[config.mk]
export PLATFORM = sky130hd
export DESIGN_NAME = food_map_writer
export DESIGN_NICKNAME = d
export VERILOG_FILES = /design/src/rtl/food_map_pkg.sv /design/src/rtl/food_map_writer_popcount.sv /design/src/rtl/food_map_writer.sv
export SDC_FILE = /design/constraint.sdc
export NUM_CORES = 1
export LEC_CHECK = 0
export ABC_AREA = 1
export CAP_MARGIN = 20
export CELL_PAD_IN_SITES_DETAIL_PLACEMENT = 1
export CELL_PAD_IN_SITES_GLOBAL_PLACEMENT = 2
export CORE_MARGIN = 4
export CORE_UTILIZATION = 25
export CTS_CLUSTER_DIAMETER = 30
export DETAILED_ROUTE_END_ITERATION = 12
export GPL_TIMING_DRIVEN = 0
export PLACE_DENSITY = 0.85
export SYNTH_ARGS = -nofsm -noshare
export SYNTH_HDL_FRONTEND = slang
export SYNTH_HIERARCHICAL = 1
export SYNTH_SLANG_ARGS = --single-unit
[constraint.sdc]
create_clock -name clk -period 8.6 [get_ports clk]
set_clock_uncertainty 0.05 [all_clocks]
set_input_delay 1.29 -clock clk [delete_from_list [all_inputs] [get_ports clk]]
set_output_delay 1.29 -clock clk [all_outputs]
set_load 0.02 [all_outputs]
[src/rtl/food_map_pkg.sv]
// Shared definitions for the food map write path: map geometry, the
// writer FSM state type and the one-hot direction codes used by game logic.
package food_map_pkg;

    localparam int ROW_W  = 80;   // bits per map row, bit x = column x
    localparam int ROWS   = 64;   // number of map rows
    localparam int ADDR_W = 6;    // row address width
    localparam int COL_W  = 7;    // column index width
    localparam int PC_W   = $clog2(ROW_W + 1);  // width of a row popcount

    typedef enum logic [2:0] {
        REFILL_RD,
        REFILL_WAIT,
        REFILL_WR,
        IDLE,
        EAT_RD,
        EAT_WAIT,
        EAT_WR
    } fm_state_t;

    localparam logic [3:0] DIR_RIGHT = 4'b0001;
    localparam logic [3:0] DIR_LEFT  = 4'b0010;
    localparam logic [3:0] DIR_UP    = 4'b0100;
    localparam logic [3:0] DIR_DOWN  = 4'b1000;

endpackage

[src/rtl/food_map_writer_popcount.sv]
// Combinational popcount of one map row; used to total pellets during refill.
module row_popcount
    import food_map_pkg::*;
(
    input  logic [ROW_W-1:0] i_row,
    output logic [PC_W-1:0]  o_count
);

    // Sum the set bits of the row
    always_comb begin
        o_count = '0;
        for (int unsigned i = 0; i < ROW_W; i++) begin
            o_count = o_count + PC_W'(i_row[i]);
        end
    end

endmodule

[src/rtl/food_map_writer.sv]
// Write-side owner of the food map RAM (port A). Rebuilds the map from the
// init ROM after reset or on request, and clears eaten pellets by
// read-modify-write. Optional request FIFO: define FOOD_EAT_FIFO_EN.
module food_map_writer
    import food_map_pkg::*;
#(
    parameter int RD_LAT = 1,
    parameter int CNT_W  = 13
) (
    input  logic              clk,
    input  logic              rst,
    input  logic              eat_valid,
    output logic              eat_ready,
    input  logic [COL_W-1:0]  eat_x,
    input  logic [ADDR_W-1:0] eat_y,
    input  logic              refill_req,
    output logic [ADDR_W-1:0] ram_addr,
    output logic              ram_we,
    output logic [ROW_W-1:0]  ram_din,
    input  logic [ROW_W-1:0]  ram_dout,
    input  logic [ROW_W-1:0]  init_row,
    output logic              pellet_eaten,
    output logic              eat_miss,
    output logic [CNT_W-1:0]  pellets_left,
    output logic              map_cleared,
    output logic              busy
);

    localparam int WAIT_W = (RD_LAT > 1) ? $clog2(RD_LAT) : 1;
    localparam logic [ADDR_W-1:0] LAST_ROW = ADDR_W'(ROWS - 1);
    localparam logic [ADDR_W:0]   ROWS_L   = (ADDR_W + 1)'(ROWS);
    localparam logic [COL_W-1:0]  ROW_W_L  = COL_W'(ROW_W);

    fm_state_t          r_state;
    logic [WAIT_W-1:0]  r_wait;
    logic [COL_W-1:0]   r_x;
    logic               r_refill_pend;
    logic [ADDR_W-1:0]  r_ram_addr;
    logic               r_ram_we;
    logic [ROW_W-1:0]   r_ram_din;
    logic               r_eaten;
    logic               r_miss;
    logic [CNT_W-1:0]   r_pellets;
    logic               r_cleared;
    logic               r_busy;

    logic [PC_W-1:0]    w_pop;
    logic               w_req_valid;
    logic [COL_W-1:0]   w_req_x;
    logic [ADDR_W-1:0]  w_req_y;
    logic               w_req_take;
    logic               w_req_oob;

    row_popcount u_pop (
        .i_row   (init_row),
        .o_count (w_pop)
    );

    // A refill request in IDLE always beats a pending eat request.
    assign w_req_take = (r_state == IDLE) && !refill_req && w_req_valid;
    assign w_req_oob  = (w_req_x >= ROW_W_L) || ({1'b0, w_req_y} >= ROWS_L);

`ifdef FOOD_EAT_FIFO_EN
    logic [COL_W+ADDR_W-1:0] r_fifo [4];
    logic [1:0]              r_wr_ptr;
    logic [1:0]              r_rd_ptr;
    logic [2:0]              r_fifo_cnt;
    logic                    w_fifo_full;
    logic                    w_flush;
    logic                    w_push;

    assign w_flush     = (r_state == REFILL_RD) || (r_state == REFILL_WAIT) ||
                         (r_state == REFILL_WR);
    assign w_fifo_full = (r_fifo_cnt == 3'd4);
    assign w_push      = eat_valid && !w_fifo_full && !w_flush;
    assign eat_ready   = !w_fifo_full;
    assign w_req_valid = (r_fifo_cnt != 3'd0);
    assign {w_req_x, w_req_y} = r_fifo[r_rd_ptr];

    // Request FIFO; anything accepted while a refill runs is discarded
    always_ff @(posedge clk) begin
        if (rst || w_flush) begin
            r_wr_ptr   <= '0;
            r_rd_ptr   <= '0;
            r_fifo_cnt <= '0;
        end else begin
            if (w_push) begin
                r_fifo[r_wr_ptr] <= {eat_x, eat_y};
                r_wr_ptr         <= r_wr_ptr + 2'd1;
            end
            if (w_req_take) begin
                r_rd_ptr <= r_rd_ptr + 2'd1;
            end
            r_fifo_cnt <= r_fifo_cnt + {2'b0, w_push} - {2'b0, w_req_take};
        end
    end
`else
    assign w_req_valid = eat_valid;
    assign w_req_x     = eat_x;
    assign w_req_y     = eat_y;
    assign eat_ready   = (r_state == IDLE) && !refill_req;
`endif

    // Main FSM; outputs are registered so each state's outputs appear on entry.
    // WAIT states last RD_LAT cycles and sample read data in their last cycle,
    // so the write (and pulse) lands in the WR state itself.
    always_ff @(posedge clk) begin
        if (rst) begin
            r_state       <= REFILL_RD;
            r_wait        <= '0;
            r_x           <= '0;
            r_refill_pend <= 1'b0;
            r_ram_addr    <= '0;
            r_ram_we      <= 1'b0;
            r_ram_din     <= '0;
            r_eaten       <= 1'b0;
            r_miss        <= 1'b0;
            r_pellets     <= '0;
            r_cleared     <= 1'b0;
            r_busy        <= 1'b1;
        end else begin
            r_ram_we <= 1'b0;
            r_eaten  <= 1'b0;
            r_miss   <= 1'b0;
            unique case (r_state)
                REFILL_RD: begin
                    r_state <= REFILL_WAIT;
                    r_wait  <= WAIT_W'(RD_LAT - 1);
                end
                REFILL_WAIT: begin
                    if (r_wait == '0) begin
                        r_state   <= REFILL_WR;
                        r_ram_we  <= 1'b1;
                        r_ram_din <= init_row;
                        r_pellets <= r_pellets + CNT_W'(w_pop);
                    end else begin
                        r_wait <= r_wait - WAIT_W'(1);
                    end
                end
                REFILL_WR: begin
                    if (r_ram_addr == LAST_ROW) begin
                        r_state   <= IDLE;
                        r_busy    <= 1'b0;
                        r_cleared <= (r_pellets == '0);
                    end else begin
                        r_state    <= REFILL_RD;
                        r_ram_addr <= r_ram_addr + ADDR_W'(1);
                    end
                end
                IDLE: begin
                    r_cleared <= (r_pellets == '0);
                    if (refill_req) begin
                        r_state       <= REFILL_RD;
                        r_ram_addr    <= '0;
                        r_pellets     <= '0;
                        r_refill_pend <= 1'b0;
                        r_busy        <= 1'b1;
                        r_cleared     <= 1'b0;
                    end else if (w_req_take) begin
                        if (w_req_oob) begin
                            r_miss <= 1'b1;
                        end else begin
                            r_state    <= EAT_RD;
                            r_x        <= w_req_x;
                            r_ram_addr <= w_req_y;
                            r_busy     <= 1'b1;
                            r_cleared  <= 1'b0;
                        end
                    end
                end
                EAT_RD: begin
                    r_state <= EAT_WAIT;
                    r_wait  <= WAIT_W'(RD_LAT - 1);
                    if (refill_req) begin
                        r_refill_pend <= 1'b1;
                    end
                end
                EAT_WAIT: begin
                    if (refill_req) begin
                        r_refill_pend <= 1'b1;
                    end
                    if (r_wait == '0) begin
                        r_state <= EAT_WR;
                        if (ram_dout[r_x]) begin
                            r_ram_we  <= 1'b1;
                            r_ram_din <= ram_dout & ~(ROW_W'(1) << r_x);
                            r_eaten   <= 1'b1;
                            r_pellets <= (r_pellets == '0) ? '0 : r_pellets - CNT_W'(1);
                        end else begin
                            r_miss <= 1'b1;
                        end
                    end else begin
                        r_wait <= r_wait - WAIT_W'(1);
                    end
                end
                EAT_WR: begin
                    if (r_refill_pend || refill_req) begin
                        r_state       <= REFILL_RD;
                        r_ram_addr    <= '0;
                        r_pellets     <= '0;
                        r_refill_pend <= 1'b0;
                    end else begin
                        r_state   <= IDLE;
                        r_busy    <= 1'b0;
                        r_cleared <= (r_pellets == '0);
                    end
                end
                default: begin
                    r_state    <= REFILL_RD;
                    r_ram_addr <= '0;
                    r_pellets  <= '0;
                    r_busy     <= 1'b1;
                end
            endcase
        end
    end

    assign ram_addr     = r_ram_addr;
    assign ram_we       = r_ram_we;
    assign ram_din      = r_ram_din;
    assign pellet_eaten = r_eaten;
    assign eat_miss     = r_miss;
    assign pellets_left = r_pellets;
    assign map_cleared  = r_cleared;
    assign busy         = r_busy;

endmodule

==> summary.txt <==
Pwr
  • Leak: 6.505 nW
  • Overall Power: 8.295 mW
  • Pwr dens: 582.2 nW/um^2
  • Max rail drop VDD: 1.009 mV

STA
  • Rel. slew slack: 0.2944
  • Worst-Margin Slew: 1.058 ns
  • Final Setup Violations: 0
  • Fin. max-slew vios: 0
  • Setup TNS: 0 ns
  • Maximum clock rate: 0.1208 GHz
  • Fin crit share: 0.9623
  • Final min period: 8.276 ns
  • Fin worst setup slack: 0.3244 ns
  • Final hold vios: 0
  • Hold WS: 0.4262 ns

Global route
  • Largest net degree at the start of global routing: 17
  • First-pass GRT wire length: 81,450 um
  • Tot GR Track Use: 0.2495
  • Global route total overflow: 0
  • Antenna violations before repair: 3
  • Vias in the first global route: 12,350

Setup path
  • Crit-path max FO: 4
  • Crit path capture type: flip-flop
  • Reg2reg start: r_x[0]
  • Critical Path Source: init_row[0]
  • Largest stage delay, worst path: 0.53 ns
  • Bufs and invs on worst path: 12
  • Max stage delay cell, worst path: fa_1
  • Top Family by Delay on Critical Path: adder cells
  • Cell mode on critical path: inv_1
  • R2r setup slk: 5.31 ns
  • Setup Crit Path Kind: in -> reg
  • Data required time of the critical path: 8.88 ns
  • Worst Setup Start Kind: primary input
  • CP arrival: 8.56 ns

Cells and area
  • Most frequent cells in the layout: nand2_1 (480), clkdlybuf4s50_1 (281), nor2_1 (270), inv_1 (198), dfxtp_1 (115)
  • Final #Nets: 2,191
  • Share of cells above drive strength 1: 0.04409
  • # fillers: 5,149
  • Final Core Density: 0.3569
  • Most common cell after layout, fill and taps aside: nand2_1
  • Area grow syn2layout: 40.60%
  • Ant diodes: 0

Synth
  • Async SR Flop Fraction: 0
  • Synth Area in Compound Gates: 0.08360
  • Simple-gate share of the synthesized area: 0.3902
  • Ys Warns: 6
  • Synth Area in XOR/XNOR: 0.01210
  • Syn avg cell area: 6.289 sq um
  • Syn Nets: 1,887
  • Number of distinct library cells after synthesis: 38
  • Cells after synthesis: 1,611
  • Ys flop type: dfxtp_1
  • Adder-Cell Fraction of Synth Area: 0.1749
  • Sequential fraction of the synthesis area: 0.2272
  • Synth Register Bits: 115
  • Synthesized area: 10,130 sq um
  • Multiplexer area fraction after synthesis: 0
  • EDFF count, synth: 0
  • Largest family of logic cells by synthesized area: simple AND/OR/NAND/NOR gates

Drt
  • DRC: 0
  • Average wire per standard cell: 22.87 um
  • Antenna Nets Post-Route: 0
  • Initial DRC Count: 742
  • Pre-antenna DRT Iters: 4
  • Vias per inst: 4.852
  • Via count: 11,900
  • Routed WL: 56,100 um

Clock network
  • Worst skew pair latency: 0.45 ns
  • Cts bufs inserted: 17
  • CTS tree: done
  • H-tree depth: 4
  • Clk slew on worst S/H paths: 0.06 ns
  • Clock sink count: 115
  • Max Buffers Root-to-Sink: 2
  • Clk root buf: clkbuf_16

Die
  • Initial Util: 0.2538
  • I/O pins: 282
  • Cell row count: 73
  • Die height: 209.3 um
  • Die area: 43,810 sq um
  • Die Span X: 209.3 um
  • Core ar.: 39,910 sq um

Place
  • Port Buf Inserts: 281
  • RD Place Congestion: 0.9953
  • DP HPWL: 46,610 um
  • Pre-CTS setup slack: -0.4233 ns

Run status
  • Status: completed

Min path
  • Min-delay src: map_cleared
  • Worst hold path type: reg -> reg

Flow run
  • Number of max-cap violations: 0
Yosys cell counts (2+ instances only):
cell type,count,area [sq um]
xor2_1,10,87.58
a21oi_1,62,310.3
nor4_1,4,25.02
buf_2,19,95.09
nand2_1,482,1809
nand3b_1,60,450.4
buf_1,5,18.77
a22oi_1,5,37.54
o211ai_1,4,30.03
ha_1,28,350.3
nand3_1,95,475.5
a31oi_1,3,18.77
nor2_1,272,1021
a211oi_1,4,30.03
a22o_1,2,17.52
clkbuf_1,49,183.9
buf_4,6,45.04
clkinv_1,4,15.01
o2111ai_1,2,17.52
nand4_1,10,62.56
inv_2,7,26.28
o21ai_0,47,235.2
fa_1,71,1421
dfxtp_1,115,2302
nand2_2,2,12.51
a21boi_0,7,52.55
inv_1,200,750.7
xnor2_1,4,35.03
o22ai_1,9,56.30
nor3_1,15,75.07
per-stage QoR:
stage	area, sq um	instances
3_5_place_dp	13610	2419
5_1_grt	14250	2453
4_1_cts	14180	2451
3_3_place_gp	13600	2417
2_1_floorplan	10130	1611
6_report	14250	2453
state kept, by name (all words and copies together) (netlist names):
| register | cells |
|---|---|
| busy | 1 |
| eat_miss | 1 |
| map_cleared | 1 |
| pellet_eaten | 1 |
| pellets_left | 13 |
| r_refill_pend | 1 |
| r_state | 3 |
| r_x | 7 |
| ram_addr | 6 |
| ram_din | 80 |
| ram_we | 1 |
metal layers:
metal  share of wire  GRT usage
met4           0.034    0.08056
met3           0.074    0.06099
met5         0.00039          0
met1            0.46     0.3448
met2            0.43     0.3839
layout make-up:
cell class / instances / area [sq um] / share of cell area
sequential: 115 / 2302 / 0.1616
tap: 525 / 656.9 / 0.04611
inverter: 211 / 792.0 / 0.05559
multi-input combinational: 1206 / 6743 / 0.4733
clock inverter: 13 / 136.4 / 0.009573
buffer: 79 / 342.8 / 0.02406
timing repair buffer: 285 / 2840 / 0.1994
clock buffer: 19 / 432.9 / 0.03039
power breakdown:
| group | total [mW] | switching, mW | leakage, nW | internal, mW |
|---|---|---|---|---|
| Sequential | 0.650 | 0.0559 | 0.946 | 0.595 |
| Combinational | 6.91 | 4.02 | 5.29 | 2.89 |
| Clock | 0.732 | 0.307 | 0.269 | 0.425 |
| Total | 8.29 | 4.39 | 6.50 | 3.91 |
worst register-to-register path: stages (launching register included):
cell and delay, ns:
dfxtp_1 0.40, buf_2 0.27, nand2_1 0.28, inv_2 0.28
a22oi_1 0.14, nand4_1 0.09, nand3_1 0.11, nand2_1 0.18
nand2_1 0.15, nand2_1 0.17, nand2_2 0.22, nand2_2 0.39
buf_4 0.24, nand2_1 0.07, nand2_1 0.09, nor2_1 0.06
final timing paths:
check | end | depth (start not counted)
max reg2reg | ram_din[23] | 15
max | pellets_left[10] | 34
min | map_cleared | 2
min reg2reg | map_cleared | 2
logic make-up (layout without fill, tap and decap cells):
| group | after synthesis | after routing |
|---|---|---|
| fa+ha+maj | 99 | 99 |
| simple gates | 943 | 943 |
| buf+inv | 290 | 607 |
| flops | 115 | 115 |
| xor+xnor | 14 | 14 |
| compound gates | 150 | 150 |
what timing repair did:
item	4_1_cts	5_1_grt
hold buffers	0	0
resized for setup	0	18
setup buffers	0	2
setup endpoints to repair	0	6
No activity file was read; power rests on OpenSTA's default activity.
==> edit 1, RTL diff (same settings) <==
`ADDR_W`: 6 -> 7.
--- a/src/rtl/food_map_pkg.sv
+++ b/src/rtl/food_map_pkg.sv
@@ -4,7 +4,7 @@
 
     localparam int ROW_W  = 80;   // bits per map row, bit x = column x
     localparam int ROWS   = 64;   // number of map rows
-    localparam int ADDR_W = 6;    // row address width
+    localparam int ADDR_W = 7;    // row address width
     localparam int COL_W  = 7;    // column index width
     localparam int PC_W   = $clog2(ROW_W + 1);  // width of a row popcount
 
Ports: changed (resized eat_y and ram_addr); port bits go from 282 to 284. The function was not compared with the original's and may differ.
==> edit 1 against the unedited design <==
- sequential share of layout area shrank 0.40 points
- non-clock buffer count grew 16
- first-iteration DRC count up 38%
- count of clock-buffer cells in the layout stayed put
- final area up 3.5%
- die area rose by 3.6%
- area after synthesis grew 3.7%
- core utilization is 0.081 points higher
- total power up 4.3%
- wire length increased by 1.9%
- setup slack worse by 0.0062 ns
- final cell count rose by 4.1%
- combinational power rose by 3.9%
- sequential cell count grew 1
- critical path type unchanged
- critical endpoint unchanged
- largest power group unchanged
==> edit 1: results (changes against the unedited design) <==
first-pass GRT wire length = 82710 um (was 81450 um)
share of cells above drive strength 1 = 0.04568 (was 0.04409)
vias = 12.41k (was 11.90k)
placed cell area = 14000 sq um (was 13610 sq um)
fraction of the mapped netlist area in compound gates = 0.1043 (was 0.08360)
Pre-antenna DRT Iters = 5 (was 4)
Synth async-reset ratio = 0 (unchanged)
DRT iter0 DRCs = 1026 (was 742)
Synth top cells by count = nand2_1 (490), inv_1 (247), nand3_1 (200) (was nand2_1 (482), nor2_1 (272), inv_1 (200))
Seq/Total Area, Yosys = 0.2210 (was 0.2272)
GRT Resource Usage Total = 0.2477 (was 0.2495)
outcome = completed (unchanged)
Final GP Congestion = 0.9577 (was 0.9953)
initial antenna violation count = 13 (was 3)
Pleak = 6.797 nW (was 6.505 nW)
dpl hpwl = 47610 um (was 46610 um)
post-synthesis adder-cell area fraction = 0.1643 (was 0.1749)
DRC = 0 (unchanged)
Yosys cell types = 43 (was 38)
Wirelength per Cell = 22.39 um (was 22.87 um)
top post-synthesis cells by area = dfxtp_1 (22%), nand2_1 (18%), fa_1 (13%) (was dfxtp_1 (23%), nand2_1 (18%), fa_1 (14%))
VDD IR-drop max = 1.123 mV (was 1.009 mV)
pre-CTS WS = -0.3152 ns (was -0.4233 ns)
Switching Share = 0.5079 (was 0.5289)
XOR/XNOR Fraction of Synth Area = 0.01167 (was 0.01210)
Max stage delay on crit path = 0.58 ns (was 0.53 ns)
max_slew headroom = 0.2501 (was 0.2944)
edit 1: changes by cell type in the layout (fill, tap and decap cells not counted), sizes merged, moves of 4 or more:
cell / unedited run / this run
nand3: 96 / 202
nor2: 272 / 188
a21oi: 62 / 129
nand3b: 60 / 9
inv: 208 / 255
buf: 34 / 42
a21boi: 7 / 0
clkbuf: 68 / 75
diode: 0 / 7
nand2: 484 / 491
nor3: 15 / 11
edit 1: stage by stage:
stage / hold slack (ns) / util / instances
after global routing: 0.4838 / 0.3577 / 2553
after detailed placement: 0.4299 / 0.3398 / 2511
after floorplan: 0.4297 / - / 1697
final: 0.4352 / 0.3577 / 2553
after global placement: 0.4186 / 0.3398 / 2511
after CTS: 0.4416 / 0.3555 / 2543
edit 1: layout make-up:
cell class	instances	area, sq um
inverter	257	969.7
clock inverter	13	205.2
sequential	116	2322
timing repair buffer	285	2845
fill	5237	26460
antenna	7	17.52
tap	532	665.6
clock buffer	19	442.9
buffer	95	461.7
multi-input combinational	1229	6809
edit 1: path summary, 6_finish.rpt:
check,end,slack [ns],startpoint,depth (start not counted)
worst max register to register,ram_din[50],5.42,r_state[0],9
worst max-delay path,pellets_left[10],0.32,init_row[59],30
worst min register to register,ram_addr[6],0.44,ram_addr[6],2
worst min-delay path,ram_addr[6],0.44,ram_addr[6],2
edit 1: what timing repair did:
item,4_1_cts,5_1_grt
setup buffers,0,3
gates resized for setup,0,15
endpoints found under the setup margin,0,6
edit 1: routing by layer:
metal  wire length, um  share of wire  global-route usage
met2             26800           0.47              0.4029
met4               953          0.017             0.06042
met5                41        0.00072                   0
met3              2925          0.051             0.03585
met1             26450           0.46              0.3476
edit 1: power by group through the flow:
stage                     Clock, mW  Sequential, mW  Combinational (mW)
final                         0.818           0.656                7.18
after global routing          0.860           0.666                7.98
after CTS                     0.836           0.657                6.32
after detailed placement          0           0.668                6.29
after global placement            0           0.667                6.14
after floorplan                   0           0.723                4.63
edit 1: cells by family (layout without fill, tap and decap cells):
kind of cell             count (synthesis)  after routing
AND/OR/NAND/NOR                        914            914
other                                    0              7
buffers and inverters                  352            669
adder cells (fa/ha/maj)                 96             96
XOR/XNOR                                14             14
flip-flops                             116            116
AO/OA/AOI/OAI                          205            205
edit 1: worst min-delay path, cell delays in order (launching register included):
cell and delay [ns]:
dfxtp_1 0.32, inv_1 0.07, nor3_1 0.05
==> edit 2, RTL diff (same settings) <==
Without the edit above. Put one more register stage on the output `map_cleared`, with the module's reset. The value now appears one clock later. The other outputs are not delayed to match.
--- a/src/rtl/food_map_writer.sv
+++ b/src/rtl/food_map_writer.sv
@@ -221,7 +221,13 @@
     assign pellet_eaten = r_eaten;
     assign eat_miss     = r_miss;
     assign pellets_left = r_pellets;
-    assign map_cleared  = r_cleared;
+    always_ff @(posedge clk) begin
+        if (rst) begin
+            map_cleared <= '0;
+        end else begin
+            map_cleared <= r_cleared;
+        end
+    end
     assign busy         = r_busy;
 
 endmodule
Check against the original RTL: not settled (the Yosys comparison gave no result); the edit may change what the design does.
==> edit 2 against the unedited design <==
- sequential cell count increased by 1
- final area rose by 0.25%
- critical path depth down 4
- wire length is 2.8% lower
- sequential power rose by 0.6%
- area after synthesis shrank 0.21%
- total power up 6.0%
- setup slack lost 0.065 ns
- critical path type unchanged
- highest routed layer unchanged
==> edit 2: results (changes against the unedited design) <==
VDD IR-drop max = 1.256 mV (was 1.009 mV)
r2r setup slk = 5.44 ns (was 5.31 ns)
reg-to-reg startpoint = r_x[2] (was r_x[0])
non-filler cells, final = 2429 (was 2453)
Critical R2R Capture = pellets_left[5] (was ram_din[23])
Clock Power = 0.789 mW (was 0.732 mW)
comb pwr = 7.35 mW (was 6.91 mW)
top post-synthesis cells by area = dfxtp_1 (23%), nand2_1 (17%), fa_1 (14%) (was dfxtp_1 (23%), nand2_1 (18%), fa_1 (14%))
Pleak = 6.398 nW (was 6.505 nW)
Final GP Congestion = 0.9843 (was 0.9953)
Hold Slack = 0.3924 ns (was 0.4262 ns)
Hold Path Sink = map_cleared (unchanged)
worst r2r path cells = 13 (was 15)
placed cell area = 13580 sq um (was 13610 sq um)
HP Start = r_cleared (was map_cleared)
share of cells above drive strength 1 = 0.05413 (was 0.04409)
Post-Route WL = 54520 um (was 56100 um)
met2 Use GR = 0.4159 (was 0.3839)
syn_nets = 1860 (was 1887)
GRT Resource Usage Total = 0.2436 (was 0.2495)
measured slew at the worst slew-check pin = 1.087 ns (was 1.058 ns)
Post-Syn Instances = 1584 (was 1611)
first-pass GRT wire length = 79200 um (was 81450 um)
WL met1 = 23660 um (was 25690 um)
DRT iter0 DRCs = 673 (was 742)
outcome = completed (unchanged)
wire length on met3 = 2831 um (was 4153 um)
Yosys cell types = 45 (was 38)
initial antenna violation count = 1 (was 3)
vias = 11.65k (was 11.90k)
Nets = 2166 (was 2191)
GR Layer Usage met3 = 0.03408 (was 0.06099)
Pre-antenna DRT Iters = 5 (was 4)
DR WL met2 = 26110 um (was 24340 um)
dpl hpwl = 46540 um (was 46610 um)
Synth top cells by count = nand2_1 (457), nor2_1 (284), inv_1 (196) (was nand2_1 (482), nor2_1 (272), inv_1 (200))
[edit 2: cell count changes in the layout (fill, tap and decap cells not counted), moves of 5 or more]
| cell | delta |
|---|---|
| nand3b_1 | -35 |
| a21oi_1 | +30 |
| nand2_1 | -25 |
| clkbuf_1 | -17 |
| nand3_1 | -16 |
| a21boi_0 | +15 |
| nor2_1 | +12 |
| o21ai_0 | -9 |
| buf_8 | +7 |
| buf_1 | +6 |
| inv_6 | +5 |
[edit 2: repair_timing]
item / 4_1_cts / 5_1_grt
endpoints found under the setup margin: 1 / 7
setup buffers: 2 / 4
pin swaps: 1 / 8
gates resized for setup: 0 / 15
[edit 2: kinds of logic (layout without fill, tap and decap cells)]
family | after synthesis | in the layout | synth area share
and+or+nand+nor | 891 | 891 | 0.3628
DFF | 116 | 116 | 0.2297
AOI/OAI and AO/OA | 184 | 184 | 0.1035
buffers and inverters | 281 | 600 | 0.1176
other | 0 | 1 | 0
adders and majority gates | 99 | 99 | 0.1752
xor gates and xnor gates | 13 | 13 | 0.01126
[edit 2: worst max-delay path by stage]
stage,startpoint,endpoint,cells after the start
2_1_floorplan,init_row[0],pellets_left[9],35
3_3_place_gp,init_row[0],pellets_left[9],36
3_5_place_dp,init_row[1],pellets_left[9],36
4_1_cts,init_row[1],pellets_left[9],36
5_1_grt,init_row[0],pellets_left[9],36
6_report,init_row[0],pellets_left[9],30
[edit 2: final cells by class]
type                    instances  area (sq um)
diodes                          1         2.502
plain buffers                  77         422.9
clock buffers                  17         425.4
clock inverters                15         192.7
fillers                      5074         25540
inverters                     204         765.7
multi-input cells            1187          6634
flip-flops and latches        116          2322
well taps                     525         656.9
repair buffers                287          2860
